[src/rtl/ram_arb_pkg.sv]
// ram_arb_pkg: owner encoding, widths and hold-counter sizing shared by the RAM port arbiter
package ram_arb_pkg;
  localparam int DATA_W = 32;
  localparam int MAX_HOLD_DEF = 8;
  localparam int HOLD_W_DEF = $clog2(MAX_HOLD_DEF + 1);
  typedef enum logic [1:0] {OWN_M0 = 2'd0, OWN_M1 = 2'd1, OWN_NONE = 2'd2} own_e;
  function automatic int hold_w(input int max_hold);
    return $clog2(max_hold + 1);
  endfunction
endpackage

[src/rtl/rr_pick2.sv]
// rr_pick2: 2-way round-robin pick; on a tie the master that did not win last time wins
module rr_pick2 (
  input  logic [1:0] req,
  input  logic       last,
  output logic [1:0] gnt
);
  always_comb begin
    gnt[0] = req[0] & (~req[1] | last);
    gnt[1] = req[1] & (~req[0] | ~last);
  end
endmodule

[src/rtl/ram_port_arbiter.sv]
// ram_port_arbiter: two-master round-robin arbiter for a single-port byte-write RAM,
// with optional locked ownership bounded by MAX_HOLD and registered per-master read data
module ram_port_arbiter
  import ram_arb_pkg::*;
#(
  parameter int ADDR_WIDTH = 14,
  parameter int MAX_HOLD   = MAX_HOLD_DEF
) (
  input  logic                  clk,
  input  logic                  rst,
  input  logic                  m0_req,
  input  logic                  m0_lock,
  input  logic [ADDR_WIDTH-1:0] m0_addr,
  input  logic [DATA_W-1:0]     m0_wdata,
  input  logic [3:0]            m0_we,
  output logic                  m0_gnt,
  output logic                  m0_rvalid,
  output logic [DATA_W-1:0]     m0_rdata,
  input  logic                  m1_req,
  input  logic                  m1_lock,
  input  logic [ADDR_WIDTH-1:0] m1_addr,
  input  logic [DATA_W-1:0]     m1_wdata,
  input  logic [3:0]            m1_we,
  output logic                  m1_gnt,
  output logic                  m1_rvalid,
  output logic [DATA_W-1:0]     m1_rdata,
  output logic [ADDR_WIDTH-1:0] ram_a,
  output logic [DATA_W-1:0]     ram_d,
  output logic [3:0]            ram_we,
  input  logic [DATA_W-1:0]     ram_spo
);
  localparam int HW = hold_w(MAX_HOLD);
  localparam logic [HW-1:0] HOLD_MAX = HW'(MAX_HOLD);
  own_e own_q, own_d, sel_own;
  logic [HW-1:0] hold_q, hold_d;
  logic last_q, last_d;
  logic [1:0] rvalid_q, rvalid_d, rr_gnt, gnt;
  logic [DATA_W-1:0] rdata0_q, rdata0_d, rdata1_q, rdata1_d;
  logic lock0, lock1, sel, any, rd, lock_sel, other_req;
  rr_pick2 u_rr (.req({m1_req, m0_req}), .last(last_q), .gnt(rr_gnt));
  // a locked owner keeps the port until the other master has waited MAX_HOLD grants
  always_comb begin
    lock0 = own_q == OWN_M0 && m0_req && (!m1_req || hold_q < HOLD_MAX);
    lock1 = own_q == OWN_M1 && m1_req && (!m0_req || hold_q < HOLD_MAX);
    gnt = rst ? 2'b00 : lock0 ? 2'b01 : lock1 ? 2'b10 : rr_gnt;
    sel = gnt[1];
    any = |gnt;
    sel_own = sel ? OWN_M1 : OWN_M0;
    lock_sel = sel ? m1_lock : m0_lock;
    other_req = sel ? m0_req : m1_req;
    ram_a = gnt[1] ? m1_addr : gnt[0] ? m0_addr : '0;
    ram_d = gnt[1] ? m1_wdata : gnt[0] ? m0_wdata : '0;
    ram_we = gnt[1] ? m1_we : gnt[0] ? m0_we : '0;
    rd = any && m0_we == 4'b0 && !sel || any && m1_we == 4'b0 && sel;
    last_d = any ? sel : last_q;
    own_d = any && lock_sel ? sel_own : OWN_NONE;
    hold_d = any && lock_sel && own_q == sel_own && other_req ?
             (hold_q == HOLD_MAX ? HOLD_MAX : hold_q + 1'b1) : '0;
    rvalid_d = gnt & {2{rd}};
    rdata0_d = gnt[0] && rd ? ram_spo : rdata0_q;
    rdata1_d = gnt[1] && rd ? ram_spo : rdata1_q;
  end
  always_ff @(posedge clk or posedge rst) begin
    if (rst) begin
      own_q <= OWN_NONE;
      hold_q <= '0;
      last_q <= 1'b1;
      rvalid_q <= '0;
      rdata0_q <= '0;
      rdata1_q <= '0;
    end else begin
      own_q <= own_d;
      hold_q <= hold_d;
      last_q <= last_d;
      rvalid_q <= rvalid_d;
      rdata0_q <= rdata0_d;
      rdata1_q <= rdata1_d;
    end
  end
  assign m0_gnt = gnt[0];
  assign m1_gnt = gnt[1];
  assign m0_rvalid = rvalid_q[0];
  assign m1_rvalid = rvalid_q[1];
  assign m0_rdata = rdata0_q;
  assign m1_rdata = rdata1_q;
endmodule

[config.mk]
export PLATFORM = sky130hd
export DESIGN_NAME = ram_port_arbiter
export DESIGN_NICKNAME = d
export VERILOG_FILES = /design/src/rtl/ram_arb_pkg.sv /design/src/rtl/rr_pick2.sv /design/src/rtl/ram_port_arbiter.sv
export SDC_FILE = /design/constraint.sdc
export NUM_CORES = 1
export LEC_CHECK = 0
export ABC_AREA = 0
export BUFFER_PORTS_ARGS = -buffer_cell sky130_fd_sc_hd__buf_2
export CAP_MARGIN = 20
export CORE_AREA = 2 2 98 100
export DETAILED_ROUTE_END_ITERATION = 12
export DIE_AREA = 0 0 100 102
export PLACE_DENSITY = 0.82
export REMOVE_ABC_BUFFERS = 1
export SLEW_MARGIN = 15
export SYNTH_ARGS = -nofsm -noshare
export SYNTH_HDL_FRONTEND = slang
export SYNTH_HIERARCHICAL = 1
export SYNTH_SLANG_ARGS = --single-unit
export TNS_END_PERCENT = 30
[constraint.sdc]
create_clock -name clk -period 2.53 [get_ports clk]
set_clock_uncertainty 0.15 [all_clocks]
set_input_delay 0.253 -clock clk [delete_from_list [all_inputs] [get_ports clk]]
set_output_delay 0.253 -clock clk [all_outputs]
set_load 0.01 [all_outputs]
Yosys cells after proc, flatten, opt, wreduce, memory -nomap -nowiden

Cells that the tools add are included.

Flip-flop bits (word level): 73
Input bits: 138
Output and inout bits: 118
Word-level logic and storage cells: 57

Add/subtract/negate cells: 1
$lt $le $gt $ge: 1
Equal/unequal tests: 3
Mux-type cells: 15
Bitwise logic cells: 8
Reduce and logical (&&, ||, !) cells: 23

Operators by type and width:

| cell                                                            | number |
|---|---|
| 32-bit two-way mux                                              | 2 |
| 14-bit two-way mux                                              | 2 |
| 4-bit two-way mux                                               | 4 |
| 1-bit logical AND                                               | 13 |
| 4-bit zero test                                                 | 2 |
| 2-bit two-way mux                                               | 4 |
| 4-bit by 1-bit adder with 4-bit output, second input constant   | 1 |
| 4-bit == test, second input constant                            | 1 |
| 4-bit less-than comparator, second input constant               | 1 |
| 1-bit zero test                                                 | 3 |
| 1-bit logical OR                                                | 3 |
| 1-bit two-way mux                                               | 3 |
| 1-bit NOT                                                       | 3 |
| 1-bit bitwise AND                                               | 2 |
| 2-bit bitwise AND                                               | 1 |
| 2-bit by 1-bit == test with 1-bit output                        | 1 |
| 2-bit by 1-bit == test with 1-bit output, second input constant | 1 |
| 2-bit zero test                                                 | 1 |
| 1-bit OR                                                        | 2 |
| 2-bit OR reduction                                              | 1 |

Depth between registers and ports, before layout

Gate-level depths: netlist of the first run.

Depth after elaboration: 11
Gate-level depth with buffers: 8
Gate-level depth less buffers: 7

Cells and area by module

The synthesis of the first run kept the hierarchy.

Modules (own cells, without submodules):

| module           | instances | cells each | area each (um2) | seq. area each (um2) |
|---|---|---|---|---|
| ram_port_arbiter | 1         | 245        | 3375.7          | 1829.3 |
| rr_pick2         | 1         | 3          | 18.8            | 0.0 |

Worst setup path after synthesis of the first run

OpenSTA, ideal clock, no wires.

Path type: input-to-reg
From: in rst
To: reg rdata0_q[0], in the netlist m0_rdata[0]
Library setup time: 0.127 ns
Arrival time: 3.005 ns
Required time: 2.253 ns
Slack: -0.753 ns
Stages on the path: 6
Path buffers: 1
Cell sequence: inv_1 nand2_1 a211o_1 o2bb2ai_2 buf_6 mux2_1

Cells in the longest elaborated chain, start to end: 6
Elaborated cells on any way between the ends: 9
Classes of those cells: mux: 1; reduce/logical: 8

Ends and longest elaborated chain:

| item                           | line                   | RTL |
|---|---|---|
| start, declared                | ram_port_arbiter.sv:10 | `input logic rst,` |
| 2-bit two-way mux (*)          | ram_port_arbiter.sv:45 | `gnt = rst ? 2'b00 : lock0 ? 2'b01 : lock1 ? 2'b10 : rr_gnt;` |
| 2-bit OR reduction             | ram_port_arbiter.sv:47 | `any = \|gnt;` |
| 1-bit logical AND (2 in a row) | ram_port_arbiter.sv:54 | `rd = any && m0_we == 4'b0 && !sel \|\| any && m1_we == 4'b0 && sel;` |
| 1-bit logical OR               | ram_port_arbiter.sv:54 |  |
| 1-bit logical AND (*)          | ram_port_arbiter.sv:60 | `rdata0_d = gnt[0] && rd ? ram_spo : rdata0_q;` |
| end signal, assigned           | ram_port_arbiter.sv:76 | `rdata0_q <= rdata0_d;` |
| end, declared                  | ram_port_arbiter.sv:38 | `logic [DATA_W-1:0] rdata0_q, rdata0_d, rdata1_q, rdata1_d;` |

Mark *: on every way between the ends. The rest lies on a longest branch, timed or not.
A chain may end at the register's enable or synchronous reset.

Worst setup path after layout of the first run

From: reg last_q
To: out ram_d[1]

Cells in the longest elaborated chain, start to end: 7
Elaborated cells on any way between the ends: 10
Classes of those cells: mux: 5; bitwise: 5

Ends and longest elaborated chain:

| item                            | line                   | RTL |
|---|---|---|
| start, declared                 | ram_port_arbiter.sv:36 | `logic last_q, last_d;` |
| start signal, assigned          | ram_port_arbiter.sv:74 | `last_q <= last_d;` |
| 1-bit OR                        | rr_pick2.sv:8          | `gnt[0] = req[0] & (~req[1] \| last);` |
| 1-bit bitwise AND               | rr_pick2.sv:8          |  |
| via rr_gnt[0]                   | ram_port_arbiter.sv:37 | `logic [1:0] rvalid_q, rvalid_d, rr_gnt, gnt;` |
| 2-bit two-way mux (3 in a row)  | ram_port_arbiter.sv:45 |  |
| 32-bit two-way mux (2 in a row) | ram_port_arbiter.sv:52 | `ram_d = gnt[1] ? m1_wdata : gnt[0] ? m0_wdata : '0;` |
| end, declared                   | ram_port_arbiter.sv:28 | `output logic [DATA_W-1:0] ram_d,` |

The timed path passes the listed nets, and every way through them passes these cells.

==> flow_metrics.py, run 1 <==
metrics = {
    "yosys": {
        "yosysTopAreaCellShare": 0.5234,
        "ys_ff_latch": 73,
        "synth_area_leader_cell": "dfrtp_1",
        "netlist_instances": 248,
        "ys_warn_count": 6,
        "ys_top_cells_by_area": "dfrtp_1 52%, a22o_1 13%, mux2_2 12%",
        "ys_top_cells_by_count": "71 x dfrtp_1, 50 x a22o_1, 36 x mux2_2",
        "synth-edff-count": 0,
        "synthArstFlopShare": 1.000,
        "ys_types": 35,
        "syn-cell-area_um2": 3395,
        "synth-seq-area-share": 0.5389,
        "ys.flop_type": "dfrtp_1",
        "synth.avg_cell_area_um2": 13.69,
        "synth.most_common_cell": "dfrtp_1",
    },
    "floorplanning": {
        "die_x_um": 100,
        "io_pins": 256,
        "die_height_um": 102,
        "core_um2": 9109,
        "rows": 35,
        "die_area_um2": 10200,
        "initial_core_util": 0.3727,
    },
    "timing": {
        "slew_headroom": 0.3891,
        "hold_viol_final": 0,
        "period_needed_ns": 2.685,
        "finalSetupViolCount": 50,
        "layout_setup_ws_ns": -0.1551,
        "max_freq_mhz": 372.4,
        "fin_setup_tns_ns": -5.864,
        "slew_violations": 0,
        "post-route-period-util": 1.061,
        "grt_setup_unrepaired": "true",
        "worst_slew_pin_slew_ns": 0.9164,
    },
    "outcome": {
        "status": "finished, violations left",
        "violations": "negative setup slack",
    },
    "pwr": {
        "clkPwrFrac": 0.275,
        "switchingPower_mw": 1.150,
        "fin_total_pwr_mw": 3.821,
        "ir_drop_v": 0.0006295,
        "leakagePower_nw": 3.041,
        "p_int_mw": 2.670,
        "power_density_nw_per_um2": 685.4,
        "comb_power_share": 0.318,
        "p_seq_frac": 0.408,
        "p_sw_frac": 0.3010,
    },
    "worst_setup_path": {
        "cp-start-kind": "flip-flop",
        "worstSetupPathType": "flip-flop to output port",
        "critPathCaptureType": "output port",
        "cp.required_ns": 2.13,
        "worstPathArrival_ns": 2.28,
        "cp_max_fo": 12,
    },
    "global_route": {
        "gr-usage-all-layers": 0.2033,
        "met1_usage": 0.2317,
        "grt_max_degree": 74,
        "use_met3": 0.04720,
        "grt_pass1_wl_um": 16050,
        "first_global_vias": 3244,
        "globalRouteMet2Util": 0.3768,
        "overflow": 0,
        "top_usage_layer": "met2",
        "antenna_found_initial": 0,
    },
    "clock_network": {
        "cts_tree": "yes",
        "cts_sinks": 73,
        "cts_root_buf": "clkbuf_8",
        "h-tree-depth": 3,
        "clk_latency_ns": 0.33,
        "cts_made_buffers": 9,
        "path_clk_slew_ns": 0.09,
        "clockBufferDepth": 2,
    },
    "route": {
        "post_drt_wl_per_cell_um": 18.02,
        "dr.pass1.iters": 4,
        "drc": 0,
        "vias": 3290,
        "drtIter0Drc": 154,
        "drtAntennaViolNets": 0,
        "avgViaCountPerCell": 5.077,
        "routed_wl_um": 11680,
    },
    "layout": {
        "areaGrowthSynthToFinish_pct": 64.21,
        "layout-drive-gt1-share": 0.6648,
        "stdcell_area_um2": 5574,
        "fillers": 700,
        "num_antenna_cells": 0,
        "finalNetCount": 672,
    },
    "placed_design": {
        "io_buffers": 255,
        "hpwl_um": 8233,
        "globalplace.congestion": 0.7256,
        "place_area_um2": 4853,
    },
    "worst_hold_path": {
        "min_path_type": "input pin to flip-flop",
    },
    "flow_run": {
        "maxCapViolCount": 0,
    },
}
[final cells by class]
cell class,instances,area (µm²),share of cell area
sequential,73,1829,0.3282
multi-input combinational,151,1585,0.2844
timing repair buffer,290,1757,0.3152
tap,111,138.9,0.02492
clock buffer,10,137.6,0.02469
inverter,7,28.78,0.005163
clock inverter,6,97.59,0.01751
[worst max-delay path: stages, from the launching register on]
cell and delay, ns:
dfstp_2 0.56, inv_2 0.04, a21boi_2 0.13, a21bo_2 0.24, a211o_1 0.30, nor2_4 0.15, buf_12 0.13, clkbuf_16 0.16
a22o_1 0.12, buf_2 0.13
[cells in the final DEF (no fill, tap or decap), types with 3 or more instances in the layout]
cell           synthesis  layout
buf_12                 0       5
a22o_1                50      48
inv_1                  7       4
dlygate4sd3_1          0      21
buf_4                  0       8
mux2_2                36      36
clkbuf_8               0      10
buf_2                  4     244
mux2_4                 0      21
dfrtp_1               71      71
buf_6                  3      10
mux2_1                29       8
nand2_1                5       5
nor4_1                 3       3
[per-layer routing]
layer	routed length (µm)	part of all wire
met1	4382	0.38
met5	0	0
met4	306	0.026
met2	6165	0.53
met3	825	0.071
[per-stage QoR]
step                      utilization  cells  setup slack (ns)  hold slack (ns)
final                          0.6120    648           -0.1551          0.01729
after global routing           0.6120    648           -0.2685         0.003796
after CTS                      0.5973    645           -0.1848        0.0003015
after detailed placement       0.5328    605          0.008576           0.3194
after global placement         0.5328    605           0.05865           0.3122
after floorplan                     -    231            -4.311           0.2316
[repair_timing]
action | 4_1_cts | 5_1_grt
setup buffers | 2 | 2
gates cloned | 1 | 1
setup endpoints to repair | 51 | 78
resized for setup | 21 | 24
endpoints found under the hold margin | 23 | 0
hold buffers | 21 | 0
pin swaps | 5 | 14
[logic make-up after synthesis]
| family | after synthesis | share of synthesized area |
|---|---|---|
| AOI/OAI and AO/OA | 62 | 0.1585 |
| xor gates and xnor gates | 1 | 0.002581 |
| adders and majority gates | 2 | 0.007371 |
| buffers and inverters | 24 | 0.03465 |
| DFF | 73 | 0.5389 |
| muxes | 66 | 0.2186 |
| and+or+nand+nor | 20 | 0.03944 |
[state kept, by name, summed over array words and instances, names as in the netlist]
signal    count
m0_rdata     32
own_q         2
last_q        1
hold_q        4
rvalid_q      2
m1_rdata     32
[path summary, 6_finish.rpt]
check                             startpoint           end  slack [ns]  depth (start not counted)
max in group asynchronous                rst   m0_rdata[8]        1.50                          3
worst min register to register  m0_rdata[20]  m0_rdata[20]        0.34                          1
worst max-delay path                  last_q      ram_d[1]       -0.16                          9
worst min-delay path              ram_spo[5]   m1_rdata[5]        0.02                          2
worst max register to register        last_q   m0_rdata[5]        0.03                          9
min in group asynchronous                rst     hold_q[3]        0.14                          3
[power groups by stage]
stage / sequential, mW / clock, mW / combinational [mW]
after global routing: 1.59 / 1.13 / 1.30
after floorplan: 1.66 / 0 / 0.391
final: 1.56 / 1.05 / 1.21
after global placement: 1.55 / 0 / 1.02
after CTS: 1.54 / 1.07 / 1.13
after detailed placement: 1.56 / 0 / 1.05
No activity file was read; power rests on OpenSTA's default activity.
==> run 2, diff against run 1 <==
--- a/config.mk
+++ b/config.mk
@@ -16,6 +16,5 @@
 export SLEW_MARGIN = 15
 export SYNTH_ARGS = -nofsm -noshare
 export SYNTH_HDL_FRONTEND = slang
-export SYNTH_HIERARCHICAL = 1
 export SYNTH_SLANG_ARGS = --single-unit
-export TNS_END_PERCENT = 30
+export TNS_END_PERCENT = 10
==> run 2 against run 1 <==
  * First-iteration DRC count down 21%
  * Largest power group unchanged
  * Sequential power down 4%
  * Critical path depth fell by 3
  * The run now ends clean
==> flow_metrics.py, run 2 <==
metrics = {
    "global_route": {
        "grt_pass1_wl_um": 17320,
        "grt_max_degree": 53,
        "antenna_found_initial": 0,
        "gr-usage-all-layers": 0.2238,
        "first_global_vias": 3351,
        "overflow": 0,
    },
    "layout": {
        "areaGrowthSynthToFinish_pct": 60.06,
        "finalNetCount": 684,
        "fin_util": 0.5901,
        "fillers": 769,
        "layout-drive-gt1-share": 0.5993,
        "final_common_cell": "buf_2",
        "finalNonFillerCells": 661,
        "seq_area_um2": 1831,
        "final_cell_mix": "255 x buf_2, 70 x dfrtp_1, 49 x a22o_1, 34 x mux2_2, 34 x dlygate4sd3_1",
        "multi_input_area_um2": 1443,
        "stdcell_area_um2": 5375,
    },
    "placed_design": {
        "dp.cells": 605,
        "io_buffers": 255,
        "globalplace.congestion": 0.8725,
        "place_area_um2": 4791,
        "hpwl_um": 8709,
    },
    "worst_setup_path": {
        "critPathCaptureType": "output port",
        "cp-start-kind": "flip-flop",
        "path_buf_inv": 3,
        "cp.required_ns": 2.13,
        "worstPathArrival_ns": 2.07,
        "max_stage_delay_ns": 0.46,
        "cp_max_fo": 22,
        "crit_family": "simple AND/OR/NAND/NOR gates",
        "slowest_stage": "nor4b_2",
        "worstSetupPathType": "flip-flop to output port",
        "worstPathCellList": "nor4b_2, nor4_4, buf_4, buf_12, a22o_1, buf_2",
    },
    "yosys": {
        "syn-cell-area_um2": 3358,
        "synth.most_common_cell": "dfrtp_1",
        "synth-edff-count": 0,
        "synth.avg_cell_area_um2": 13.54,
        "synthArstFlopShare": 1.000,
        "ys_warn_count": 0,
        "netlist_instances": 248,
        "synth_area_leader_cell": "dfrtp_1",
        "ys_ff_latch": 73,
        "synth-seq-area-share": 0.5447,
        "yosysTopAreaCellShare": 0.5291,
        "ys_types": 35,
        "ys.flop_type": "dfrtp_1",
        "ys_top_cells_by_area": "dfrtp_1 53%, a22o_1 13%, mux2_2 11%",
        "ys_top_cells_by_count": "71 x dfrtp_1, 50 x a22o_1, 34 x mux2_2",
    },
    "pwr": {
        "ir_drop_v": 0.0002254,
        "comb_power_share": 0.298,
        "clkPwrFrac": 0.247,
        "fin_total_pwr_mw": 3.265,
        "power_density_nw_per_um2": 607.5,
        "p_int_mw": 2.238,
        "leakagePower_nw": 3.031,
        "p_seq_frac": 0.455,
        "switchingPower_mw": 1.028,
        "p_sw_frac": 0.3147,
    },
    "floorplanning": {
        "die_x_um": 100,
        "io_pins": 256,
        "die_area_um2": 10200,
        "rows": 35,
        "core_um2": 9109,
        "initial_core_util": 0.3687,
        "die_height_um": 102,
    },
    "clock_network": {
        "h-tree-depth": 3,
        "clk_latency_ns": 0.34,
        "clockBufferDepth": 2,
        "cts_tree": "yes",
        "cts_made_buffers": 9,
        "cts_sinks": 73,
        "path_clk_slew_ns": 0.08,
        "cts_root_buf": "clkbuf_8",
    },
    "route": {
        "vias": 3271,
        "drtAntennaViolNets": 0,
        "drc": 0,
        "drtIter0Drc": 122,
        "post_drt_wl_per_cell_um": 17.89,
        "avgViaCountPerCell": 4.949,
        "routed_wl_um": 11830,
        "dr.pass1.iters": 4,
    },
    "timing": {
        "slew_violations": 0,
        "slew_headroom": 0.6373,
        "worst_slew_pin_slew_ns": 0.5391,
        "finalSetupViolCount": 0,
        "max_freq_mhz": 405.0,
        "post-route-period-util": 0.9759,
        "period_needed_ns": 2.469,
        "hold_viol_final": 0,
    },
    "worst_hold_path": {
        "min_path_type": "input pin to flip-flop",
    },
    "outcome": {
        "status": "finished, final reports clean",
    },
    "flow_run": {
        "maxCapViolCount": 0,
    },
}
run 2: what timing repair did:
| action | CTS | global route |
|---|---|---|
| pin swaps | 1 | 1 |
| buffers inserted | 1 | 3 |
| gates resized for setup | 2 | 1 |
| hold buffers | 33 | 1 |
| endpoints found under the hold margin | 130 | 2 |
| cloned | 0 | 1 |
| setup endpoints to repair | 50 | 21 |
run 2: worst reg2reg max path, stage by stage (launching register included):
cell	delay [ns]
dfrtp_2	0.45
nor4b_2	0.47
nor4_4	0.07
buf_4	0.16
nand2_2	0.05
buf_4	0.25
mux2_1	0.37
run 2: layer usage:
metal | part of all wire | GRT usage | up-vias
li1 | - | - | 1532
met1 | 0.42 | 0.2832 | 1577
met2 | 0.50 | 0.3831 | 150
met3 | 0.073 | 0.06224 | 12
met4 | 0.010 | 0.05585 | 0
met5 | 0 | 0 | -
run 2: final cells by class:
cell class                 instances  area share
timing repair buffer             303      0.3282
multi-input combinational        150      0.2684
antenna                            1   0.0004655
sequential                        73      0.3405
clock buffer                      10     0.02374
clock inverter                     6    0.007914
inverter                           7    0.004888
tap                              111     0.02584
run 2: cells by family after synthesis:
family / count (synthesis) / synth area share
AND/OR/NAND/NOR: 24 / 0.04621
flip-flops: 73 / 0.5447
buffers and inverters: 25 / 0.03055
XOR/XNOR: 1 / 0.002609
adder cells (fa/ha/maj): 2 / 0.007450
AO/OA/AOI/OAI: 59 / 0.1539
multiplexers: 64 / 0.2146
run 2: worst paths after layout:
path	start	endpoint	slack, ns	cells after the start
setup / recovery	hold_q[3]	ram_we[2]	0.06	6
max in group asynchronous	rst	m0_rdata[24]	1.36	4
hold reg to reg	m1_rdata[1]	m1_rdata[1]	0.34	1
min in group asynchronous	rst	own_q[0]	0.42	4
setup reg to reg	hold_q[3]	m1_rdata[2]	0.44	6
hold / removal	m0_we[0]	rvalid_q[0]	0.12	3
run 2: power by group through the flow:
stage                     Sequential [mW]  Combinational [mW]  Clock [mW]
final                                1.49               0.974       0.806
after global routing                 1.51                1.05       0.898
after CTS                            1.48               0.960       0.840
after detailed placement             1.50               0.913           0
after global placement               1.49               0.889           0
after floorplan                      1.59               0.335           0
run 2: stage by stage:
stage	TNS (ns)	worst slack, ns	hold slack (ns)
after floorplan	-92.16	-1.250	0.2149
after global placement	0	0.3526	0.2522
after detailed placement	0	0.2869	0.2596
after CTS	0	0.02269	0.002376
after global routing	-0.01591	-0.005846	0.1166
final	0	0.06097	0.1189
==> run 3, diff against run 2 <==
--- a/config.mk
+++ b/config.mk
@@ -8,10 +8,11 @@
 export ABC_AREA = 0
 export BUFFER_PORTS_ARGS = -buffer_cell sky130_fd_sc_hd__buf_2
 export CAP_MARGIN = 20
-export CORE_AREA = 2 2 98 100
+export CELL_PAD_IN_SITES_DETAIL_PLACEMENT = 2
+export CELL_PAD_IN_SITES_GLOBAL_PLACEMENT = 2
+export CORE_UTILIZATION = 24
 export DETAILED_ROUTE_END_ITERATION = 12
-export DIE_AREA = 0 0 100 102
-export PLACE_DENSITY = 0.82
+export PLACE_DENSITY = 0.91
 export REMOVE_ABC_BUFFERS = 1
 export SLEW_MARGIN = 15
 export SYNTH_ARGS = -nofsm -noshare
==> constraint.sdc (replaced) <==
create_clock -name clk -period 3.2 [get_ports clk]
set_clock_uncertainty 0.15 [all_clocks]
set_input_delay 0.32 -clock clk [delete_from_list [all_inputs] [get_ports clk]]
set_output_delay 0.32 -clock clk [all_outputs]
set_load 0.01 [all_outputs]
==> run 3 against run 2 <==
  * Critical path depth is 1 lower
  * Die area grew 42%
  * Hold slack got worse by 0.068 ns
  * Critical path type unchanged
  * Critical endpoint is now ram_d[9]
  * Largest cell class unchanged
==> flow_metrics.py, run 3 (synthesis gave the netlist of run 2 again) <==
metrics = {
    "floorplanning": {
        "core_um2": 13450,
        "die_height_um": 120.3,
        "die_area_um2": 14470,
        "rows": 42,
        "io_pins": 256,
        "die_x_um": 120.3,
        "initial_core_util": 0.2496,
    },
    "placed_design": {
        "io_buffers": 255,
        "hpwl_um": 11300,
        "globalplace.congestion": 0.8141,
        "dp_slack_ns": 0.7051,
    },
    "clock_network": {
        "postCtsHoldBufs": 0,
        "clockBufferDepth": 2,
        "path_clk_slew_ns": 0.06,
        "clk_latency_ns": 0.32,
        "cts_tree": "yes",
        "cts_sinks": 73,
        "cts_resized": 0,
        "cts_root_buf": "clkbuf_16",
        "h-tree-depth": 3,
        "postCtsSetupBuffers": 0,
        "cts_made_buffers": 9,
    },
    "route": {
        "wl_met3_um": 782,
        "topRoutingLayerUsed": "met5",
        "drtAntennaViolNets": 0,
        "avgViaCountPerCell": 4.721,
        "routed_wl_um": 13710,
        "drc": 0,
        "wl_met2_um": 7480,
        "post_drt_wl_per_cell_um": 20.04,
        "dr.pass1.iters": 4,
        "drtIter0Drc": 99,
        "vias": 3229,
        "wl_met1_um": 5261,
    },
    "global_route": {
        "overflow": 0,
        "grt_pass1_wl_um": 20630,
        "grt_max_degree": 54,
        "first_global_vias": 3541,
        "gr-usage-all-layers": 0.1881,
        "antenna_found_initial": 2,
    },
    "worst_setup_path": {
        "cp.required_ns": 2.73,
        "critPathCaptureType": "output port",
        "worstPathArrival_ns": 2.38,
        "cp_max_fo": 30,
        "worstSetupPathType": "flip-flop to output port",
        "cp-start-kind": "flip-flop",
    },
    "layout": {
        "layout-drive-gt1-share": 0.6299,
        "final_common_cell": "buf_2",
        "num_antenna_cells": 0,
        "areaGrowthSynthToFinish_pct": 54.55,
        "final_cell_mix": "255 x buf_2, 71 x dfrtp_1, 50 x a22o_1, 34 x mux2_2, 30 x mux2_1",
        "multi_input_area_um2": 1428,
        "fin_util": 0.3858,
        "finalNetCount": 643,
        "seq_area_um2": 1829,
        "fillers": 1491,
    },
    "pwr": {
        "fin_total_pwr_mw": 3.039,
        "power_density_nw_per_um2": 585.5,
        "leakagePower_nw": 2.924,
        "ir_drop_v": 0.0004146,
    },
    "timing": {
        "slew_headroom": 0.4680,
        "period_needed_ns": 2.849,
        "grt_setup_unrepaired": "false",
        "fin_setup_tns_ns": 0,
        "max_freq_mhz": 350.9,
        "hold_viol_final": 0,
        "layout_setup_ws_ns": 0.3505,
        "post-route-period-util": 0.8905,
        "worst_slew_pin_slew_ns": 0.7969,
        "finalSetupViolCount": 0,
        "slew_violations": 0,
    },
    "outcome": {
        "status": "finished, final reports clean",
    },
    "worst_hold_path": {
        "min_path_type": "input pin to asynchronous set/reset pin",
    },
    "flow_run": {
        "maxCapViolCount": 0,
    },
}
-- run 3: cell count changes in the layout (fill, tap and decap cells not counted), moves of 2 or more --
| cell | previous run | this run |
|---|---|---|
| clkbuf_8 | 9 | 0 |
| buf_4 | 11 | 5 |
| bufinv_16 | 0 | 2 |
| inv_8 | 0 | 2 |
| clkbuf_16 | 1 | 9 |
| clkinv_2 | 2 | 0 |
| dlygate4sd3_1 | 34 | 0 |
-- run 3: layout make-up --
type                    instances  area share
clock buffers                   9     0.04339
clock inverters                 7     0.02073
inverters                       7    0.005063
multi-input cells             150      0.2751
flip-flops and latches         73      0.3525
well taps                     176     0.04243
repair buffers                262      0.2608
-- run 3: worst max-delay path, stage by stage (launching register included) --
cell       delay, ns
dfstp_2         0.56
nand4bb_1       0.18
o311a_2         0.61
buf_4           0.31
a22o_1          0.22
buf_2           0.16
-- run 3: routing by layer --
metal	vias to the layer above	GRT usage
met3	16	0.04623
met4	2	0.04012
li1	1452	-
met2	107	0.3423
met5	-	0
met1	1652	0.2222
-- run 3: worst paths after layout --
path,endpoint,slack [ns],startpoint,cells after the start
worst max-delay path,ram_d[9],0.35,own_q[1],5
worst min-delay path,rvalid_q[0],0.05,rst,2
worst max register to register,m0_rdata[26],0.81,own_q[1],5
worst min register to register,m1_rdata[18],0.34,m1_rdata[18],1
max in group asynchronous,m0_rdata[21],2.18,rst,3
min in group clk,m1_rdata[26],0.07,ram_spo[26],2
-- run 3: per-stage QoR --
step / cell area, µm² / std cells / hold WS (ns)
final: 5190 / 684 / 0.05129
after global routing: 5190 / 684 / 0.06436
after floorplan: 3282 / 230 / 0.2819
after CTS: 5190 / 684 / 0.05371
after detailed placement: 4857 / 668 / 0.3316
after global placement: 4857 / 668 / 0.3181
-- run 3: report_power, final --
group          switching, mW  leakage, nW  internal, mW
clock network          0.418        0.160         0.699
logic                  0.383         1.81         0.359
registers             0.0912        0.949          1.09
total                  0.892         2.92          2.15
